## config.mk

```make
export PLATFORM = sky130hd
export DESIGN_NAME = logic_gate_arbiter
export DESIGN_NICKNAME = d
export VERILOG_FILES = /design/src/rtl/logic_gate_pkg.sv /design/src/rtl/logic_gate_arbiter_rr_arbiter.sv /design/src/rtl/logic_gate_arbiter.sv
export SDC_FILE = /design/constraint.sdc
export NUM_CORES = 1
export LEC_CHECK = 0
export BUFFER_PORTS_ARGS = -buffer_cell sky130_fd_sc_hd__buf_2
export CAP_MARGIN = 20
export CORE_MARGIN = 5
export CORE_UTILIZATION = 50
export CTS_CLUSTER_SIZE = 40
export DETAILED_ROUTE_END_ITERATION = 10
export GPL_TIMING_DRIVEN = 0
export PLACE_DENSITY = 0.89
export SKIP_CTS_REPAIR_TIMING = 1
export SLEW_MARGIN = 0
export SYNTH_ARGS = -nofsm -noshare
export SYNTH_HDL_FRONTEND = slang
export SYNTH_SLANG_ARGS = --single-unit
```

## constraint.sdc

```tcl
create_clock -name clk -period 4.8 [get_ports clk]
set_input_delay 0.48 -clock clk [delete_from_list [all_inputs] [get_ports clk]]
set_output_delay 0.48 -clock clk [all_outputs]
set_load 0.02 [all_outputs]
```

## src/rtl/logic_gate_pkg.sv

```systemverilog
// ---------------------------------------------------------------------------
// logic_gate_pkg
// Shared definitions for the logic-gate arbiter:
//   - opcode typedef and opcode constants (OP_ILLEGAL is the one unused code)
//   - STATS_CNT_W : width of the optional per-requester grant counters
//                   (compiled in with LOGIC_GATE_ARB_STATS_EN)
// ---------------------------------------------------------------------------
package logic_gate_pkg;

    typedef logic [2:0] opcode_t;

    localparam opcode_t OP_AND     = 3'd0;
    localparam opcode_t OP_OR      = 3'd1;
    localparam opcode_t OP_NOT     = 3'd2;
    localparam opcode_t OP_NAND    = 3'd3;
    localparam opcode_t OP_NOR     = 3'd4;
    localparam opcode_t OP_XOR     = 3'd5;
    localparam opcode_t OP_XNOR    = 3'd6;
    localparam opcode_t OP_ILLEGAL = 3'd7;

    localparam int STATS_CNT_W = 16;

endpackage

```

## src/rtl/logic_gate_arbiter_rr_arbiter.sv

```systemverilog
// ---------------------------------------------------------------------------
// rr_arbiter
// Stateless round-robin arbiter. Searches req_i starting at ptr_i, wrapping
// modulo N; the first set bit wins.
// Ports:
//   req_i     [N]     request vector
//   ptr_i     [ID_W]  search start index (always < N)
//   en_i              when low, no grant is issued
//   grant_o   [N]     one-hot grant (all zero when nothing granted)
//   winner_o  [ID_W]  index of the winning request (valid when any_o)
//   any_o             some request won
// ---------------------------------------------------------------------------
module rr_arbiter #(
    parameter int N    = 4,
    parameter int ID_W = 3
) (
    input  logic [N-1:0]    req_i,
    input  logic [ID_W-1:0] ptr_i,
    input  logic            en_i,
    output logic [N-1:0]    grant_o,
    output logic [ID_W-1:0] winner_o,
    output logic            any_o
);

    always_comb begin
        int idx;
        winner_o = '0;
        any_o    = 1'b0;
        for (int k = 0; k < N; k++) begin
            idx = int'(ptr_i) + k;
            if (idx >= N) idx = idx - N;
            if (!any_o && req_i[idx]) begin
                any_o    = 1'b1;
                winner_o = ID_W'(idx);
            end
        end
    end

    for (genvar gi = 0; gi < N; gi++) begin : g_grant
        assign grant_o[gi] = en_i && any_o && (winner_o == ID_W'(gi));
    end

endmodule

```

## src/rtl/logic_gate_arbiter.sv

```systemverilog
// ---------------------------------------------------------------------------
// logic_gate_arbiter
// One registered WIDTH-bit logic-gate unit shared by N_REQ requesters through
// a round-robin arbiter. The result register accepts a new result whenever it
// is empty or being drained in the same cycle, giving one result per cycle.
// Optional feature: define LOGIC_GATE_ARB_STATS_EN to add the grant_cnt port
// with saturating 16-bit per-requester grant counters.
// Ports:
//   clk, rst             clock, synchronous active-high reset
//   req_valid/req_ready  per-requester handshake (req_ready is one-hot or 0)
//   req_op, req_a, req_b packed per-requester opcode and operands
//   rsp_valid/rsp_ready  result handshake
//   rsp_data, rsp_id     result and issuing requester index
//   rsp_err              opcode was illegal (rsp_data forced to 0)
//   grant_cnt            (stats build only) 16 bits per requester
// ---------------------------------------------------------------------------
module logic_gate_arbiter
    import logic_gate_pkg::*;
#(
    parameter int WIDTH = 8,
    parameter int N_REQ = 4,
    parameter int ID_W  = 3
) (
    input  logic                   clk,
    input  logic                   rst,
    input  logic [N_REQ-1:0]       req_valid,
    output logic [N_REQ-1:0]       req_ready,
    input  logic [3*N_REQ-1:0]     req_op,
    input  logic [WIDTH*N_REQ-1:0] req_a,
    input  logic [WIDTH*N_REQ-1:0] req_b,
    output logic                   rsp_valid,
    input  logic                   rsp_ready,
    output logic [WIDTH-1:0]       rsp_data,
    output logic [ID_W-1:0]        rsp_id,
    output logic                   rsp_err
`ifdef LOGIC_GATE_ARB_STATS_EN
    ,
    output logic [STATS_CNT_W*N_REQ-1:0] grant_cnt
`endif
);

    localparam int N_IDX = 2 ** ID_W;

    logic              rsp_valid_q, rsp_valid_d;
    logic [WIDTH-1:0]  rsp_data_q,  rsp_data_d;
    logic [ID_W-1:0]   rsp_id_q,    rsp_id_d;
    logic              rsp_err_q,   rsp_err_d;
    logic [ID_W-1:0]   ptr_q,       ptr_d;

    logic              slot_free;
    logic [N_REQ-1:0]  grant;
    logic [ID_W-1:0]   winner;
    logic              any_req;
    logic              hs;

    // Unpacked views sized to the full index range so that indexing by the
    // ID_W-bit winner is width-exact; slots beyond N_REQ read as zero.
    opcode_t           op_arr [N_IDX];
    logic [WIDTH-1:0]  a_arr  [N_IDX];
    logic [WIDTH-1:0]  b_arr  [N_IDX];

    for (genvar gi = 0; gi < N_IDX; gi++) begin : g_unpack
        if (gi < N_REQ) begin : g_real
            assign op_arr[gi] = req_op[3*gi +: 3];
            assign a_arr[gi]  = req_a[WIDTH*gi +: WIDTH];
            assign b_arr[gi]  = req_b[WIDTH*gi +: WIDTH];
        end else begin : g_pad
            assign op_arr[gi] = OP_AND;
            assign a_arr[gi]  = '0;
            assign b_arr[gi]  = '0;
        end
    end

    assign slot_free = !rsp_valid_q || rsp_ready;

    rr_arbiter #(
        .N    (N_REQ),
        .ID_W (ID_W)
    ) u_rr_arbiter (
        .req_i    (req_valid),
        .ptr_i    (ptr_q),
        .en_i     (slot_free && !rst),
        .grant_o  (grant),
        .winner_o (winner),
        .any_o    (any_req)
    );

    assign req_ready = grant;
    assign hs        = |grant;

    // Gate evaluation for the granted request.
    opcode_t          sel_op;
    logic [WIDTH-1:0] sel_a, sel_b, gate_res;
    assign sel_op = op_arr[winner];
    assign sel_a  = a_arr[winner];
    assign sel_b  = b_arr[winner];

    always_comb begin
        gate_res = '0;
        case (sel_op)
            OP_AND:  gate_res = sel_a & sel_b;
            OP_OR:   gate_res = sel_a | sel_b;
            OP_NOT:  gate_res = ~sel_a;
            OP_NAND: gate_res = ~(sel_a & sel_b);
            OP_NOR:  gate_res = ~(sel_a | sel_b);
            OP_XOR:  gate_res = sel_a ^ sel_b;
            OP_XNOR: gate_res = ~(sel_a ^ sel_b);
            default: gate_res = '0;
        endcase
    end

    // A grant overwrites the slot even while it is being drained, so no bubble.
    always_comb begin
        rsp_valid_d = rsp_valid_q;
        rsp_data_d  = rsp_data_q;
        rsp_id_d    = rsp_id_q;
        rsp_err_d   = rsp_err_q;
        ptr_d       = ptr_q;
        if (hs) begin
            rsp_valid_d = 1'b1;
            rsp_data_d  = gate_res;
            rsp_id_d    = winner;
            rsp_err_d   = (sel_op == OP_ILLEGAL);
            ptr_d       = (winner == ID_W'(N_REQ - 1)) ? '0 : winner + 1'b1;
        end else if (rsp_valid_q && rsp_ready) begin
            rsp_valid_d = 1'b0;
        end
    end

    always_ff @(posedge clk) begin
        if (rst) begin
            rsp_valid_q <= 1'b0;
            rsp_data_q  <= '0;
            rsp_id_q    <= '0;
            rsp_err_q   <= 1'b0;
            ptr_q       <= '0;
        end else begin
            rsp_valid_q <= rsp_valid_d;
            rsp_data_q  <= rsp_data_d;
            rsp_id_q    <= rsp_id_d;
            rsp_err_q   <= rsp_err_d;
            ptr_q       <= ptr_d;
        end
    end

    assign rsp_valid = rsp_valid_q;
    assign rsp_data  = rsp_data_q;
    assign rsp_id    = rsp_id_q;
    assign rsp_err   = rsp_err_q;

`ifdef LOGIC_GATE_ARB_STATS_EN
    for (genvar gi = 0; gi < N_REQ; gi++) begin : g_stats
        logic [STATS_CNT_W-1:0] cnt_q, cnt_d;

        always_comb begin
            cnt_d = cnt_q;
            if (grant[gi] && (cnt_q != '1)) cnt_d = cnt_q + 1'b1;
        end

        always_ff @(posedge clk) begin
            if (rst) cnt_q <= '0;
            else     cnt_q <= cnt_d;
        end

        assign grant_cnt[STATS_CNT_W*gi +: STATS_CNT_W] = cnt_q;
    end
`endif

endmodule

```

==> results.yml <==
power_and_ir_drop:
  total_power_mw: 1.254
  p_int_uw: 630.5
  sequentialPowerShare_pct: 15.1
  p_comb_share_pct: 75.4
  p_sw_share_pct: 49.73
  power-per-cell-area_mw_per_mm2: 393.8
  power_switching_uw: 623.6
  p_leak_nw: 1.523
  ir_drop_mv: 0.2315
  clkPwrFrac_pct: 9.5
global_routing:
  use_met2_pct: 44.58
  grt.overflow.total: 0
  grt_pass1_vias: 2970
  grt_antenna_before_repair: 0
  use_met1_pct: 29.22
  gr-usage-all-layers_pct: 24.40
  grt_max_degree: 12
  grt_pass1_wl_mm: 12.90
  use_met3_pct: 3.437
  busiest_layer: "met2"
routing:
  antenna_left: 0
  drt_wl_total_mm: 8.080
  first_iter_violations: 196
  first_pass_iters: 4
  dr_total_vias: 3132
  avgViaCountPerCell: 5.887
  wl_per_cell_um: 15.19
  drc: 0
sta:
  fin_ws_ns: 0.3049
  finalSetupViolCount: 0
  post-route-period-util_pct: 93.65
  slew_viol_final: 0
  slew_headroom_pct: 48.50
  report.final.hold_viol_count: 0
  hold_ws_ns: 0.4621
  tightest_slew_ns: 0.7625
  fmax_mhz: 222.5
  period_needed_ns: 4.495
  clock_skew_ns: 0.004125
worst_setup_path:
  r2r_slack_ns: 0.30
  r2r-start: "ptr_q[1]"
  start_kind: "register"
  reg2reg_depth: 17
  cp.required_ns: 4.93
  worstPathArrival_ns: 4.63
  cp-end-kind: "register"
  timing.rr.end: "rsp_data[4]"
  critPathKind: "register to register"
  cp_max_fo: 11
clock_tree:
  ctsHtreeMaxLevel: 1
  clkLatencyLatePin_ns: 0.25
  numCtsBuffers: 3
  root_buffer: "clkbuf_8"
  clk_pin_slew_ns: 0.06
  cts.sinks: 16
  cts_buffer_depth: 2
  cts_tree: "yes"
layout:
  area.growth.synth_to_final_pct: 26.05
  design_area_mm2: 0.003184
  drive_above_1_share_pct: 30.54
  nNetsFinal: 565
  diodes: 0
  instances_no_fill: 532
  final.fill_count: 450
job:
  drv_cap: 0
floorplan:
  design.die.area_mm2: 0.006574
  start_util_pct: 52.44
  fp.dieW_um: 81.08
  row_count: 25
  ios: 100
  core-area_mm2: 0.004817
  fp.dieH_um: 81.08
synth:
  synth_edf_count: 0
  synthSimpleGateAreaFrac_pct: 26.45
  synthMuxAreaShare_pct: 11.14
  ys_ff_latch: 16
  synth-xor-area-share_pct: 0
  async_flop_share_pct: 0
  synth_cell_types: 57
  synthesis.nets: 461
  synth_warnings: 0
  netlist_area_mm2: 0.002526
  synthAdderAreaFrac_pct: 7.925
  synth_top_family_by_area: "compound AO/OA/AOI/OAI gates"
  synth_ff_type: "dfxtp_1"
  syn_inst: 362
  synth-seq-area-share_pct: 12.68
  avgSynthCellArea_um2: 6.978
  synth_compound_area_share_pct: 32.44
worst_hold_path:
  hold_start: "rsp_id[2]"
  min_delay_path_depth: 1
  hold_path_class: "register to register"
  hold_end: "rsp_id[2]"
placement:
  hpwl_mm: 6.310
  dpl.cell_count: 528
  numPortBuffers: 99
  place_area_mm2: 0.003105
  dp_slack_ns: -0.1019
  gp_congestion: 0.9295
outcome:
  status: "completed"
## power groups by stage
stage	clock network, mW	registers [mW]	logic, mW
2_1_floorplan	0	0.229	0.663
3_3_place_gp	0	0.189	0.902
3_5_place_dp	0	0.191	0.925
4_1_cts	0.122	0.189	0.928
5_1_grt	0.129	0.193	1.05
6_report	0.119	0.189	0.946
## through the flow
step	util [%]	setup TNS, ns
4_1_cts	65.61	-0.3089
3_3_place_gp	64.47	-0.07178
3_5_place_dp	64.47	-0.1658
6_report	66.10	0
5_1_grt	66.10	-0.01467
2_1_floorplan	-	0
## worst max path at each step
stage / start / slack, ns / to
5_1_grt: ptr_q[1] / -0.01 / rsp_data[3]
3_3_place_gp: ptr_q[1] / -0.07 / rsp_data[2]
2_1_floorplan: ptr_q[1] / 0.82 / rsp_data[2]
3_5_place_dp: ptr_q[1] / -0.10 / rsp_data[2]
4_1_cts: ptr_q[1] / -0.14 / rsp_data[2]
6_report: ptr_q[1] / 0.30 / rsp_data[4]
## final cells by class
class                           count  area, um2  area share [%]
Tap cell                           67      83.83           2.633
Timing Repair Buffer               99      495.5           15.56
Sequential cell                    16      320.3           10.06
Clock buffer                        4      55.05           1.729
Inverter                            9      43.79           1.375
Buffer                             30      210.2           6.601
Multi-Input combinational cell    307       1976           62.04
## sequential cells by signal (all words and copies together), names as in the netlist
register,flops
rsp_valid,1
rsp_err,1
rsp_id,3
rsp_data,8
ptr_q,3
## per-layer routing
| metal | share of wire, % | wire (um) |
|---|---|---|
| met1 | 41 | 3338 |
| met2 | 50 | 4007 |
| met3 | 6.7 | 542 |
| met4 | 2.4 | 191 |
| met5 | 0 | 0 |
## cells by family after synthesis
group	after synthesis
adder cells (fa/ha/maj)	16
AO/OA/AOI/OAI	122
AND/OR/NAND/NOR	147
multiplexers	22
flip-flops	16
buffers and inverters	39
## cell usage after synthesis, drive strengths merged, types with 2 or more instances
| cell | n | share of area [%] |
|---|---|---|
| nand2 | 75 | 11 |
| a21oi | 41 | 8.1 |
| nor2 | 27 | 4.0 |
| o21ai | 25 | 5.0 |
| buf | 21 | 6.5 |
| dfxtp | 16 | 13 |
| ha | 16 | 7.9 |
| mux2i | 15 | 7.4 |
| nand3 | 13 | 2.6 |
| a32oi | 12 | 4.2 |
| clkbuf | 9 | 1.3 |
| inv | 9 | 1.5 |
| a22oi | 8 | 2.4 |
| and2 | 8 | 2.0 |
| mux2 | 7 | 3.7 |
| nor2b | 5 | 1.2 |
| o211ai | 5 | 1.5 |
| a31oi | 4 | 0.99 |
| a32o | 4 | 1.6 |
| o32ai | 4 | 1.4 |
| nand2b | 3 | 0.74 |
| nor3 | 3 | 0.59 |
| o31ai | 3 | 0.89 |
| a2111oi | 2 | 1.7 |
| a211o | 2 | 0.69 |
| a211oi | 2 | 0.59 |
| a2bb2oi | 2 | 0.69 |
| or3 | 2 | 0.50 |
## cells in the final DEF, fill, tap and decap left out, types with 2 or more instances in the layout
cell type    n
a211o_1      2
mux2i_1     12
mux2i_4      3
a32oi_1     12
a22oi_1      8
nor2_1      27
nand3_1     13
a21oi_1     41
clkbuf_8     4
a2bb2oi_1    2
mux2_2       3
buf_4        6
nor3_1       3
o21ai_0     20
buf_2      105
mux2_4       4
or3_1        2
dfxtp_1     16
o211ai_1     5
o21ai_1      4
a31oi_1      4
buf_6        5
o32ai_1      4
a32o_1       4
ha_1        16
o31ai_1      3
clkbuf_1     6
nand2_1     74
and2_1       8
clkbuf_2     2
nor2b_1      5
inv_1        7
a211oi_1     2
clkbuf_4     3
nand2b_1     3
## critical path, cell delays in order (launching register included)
cell	delay, ns
dfxtp_1	0.38
buf_2	0.24
inv_1	0.16
ha_1	0.42
clkbuf_4	0.25
mux2_2	0.35
o21ai_0	0.14
o21ai_1	0.10
nand2_2	0.20
clkinv_4	0.17
buf_4	0.21
buf_4	0.18
ha_1	0.20
or3_1	0.39
o21ai_2	0.31
a41oi_1	0.23
a32oi_1	0.33
o21ai_0	0.10
Note: power is estimated with default switching activity, not from simulation.
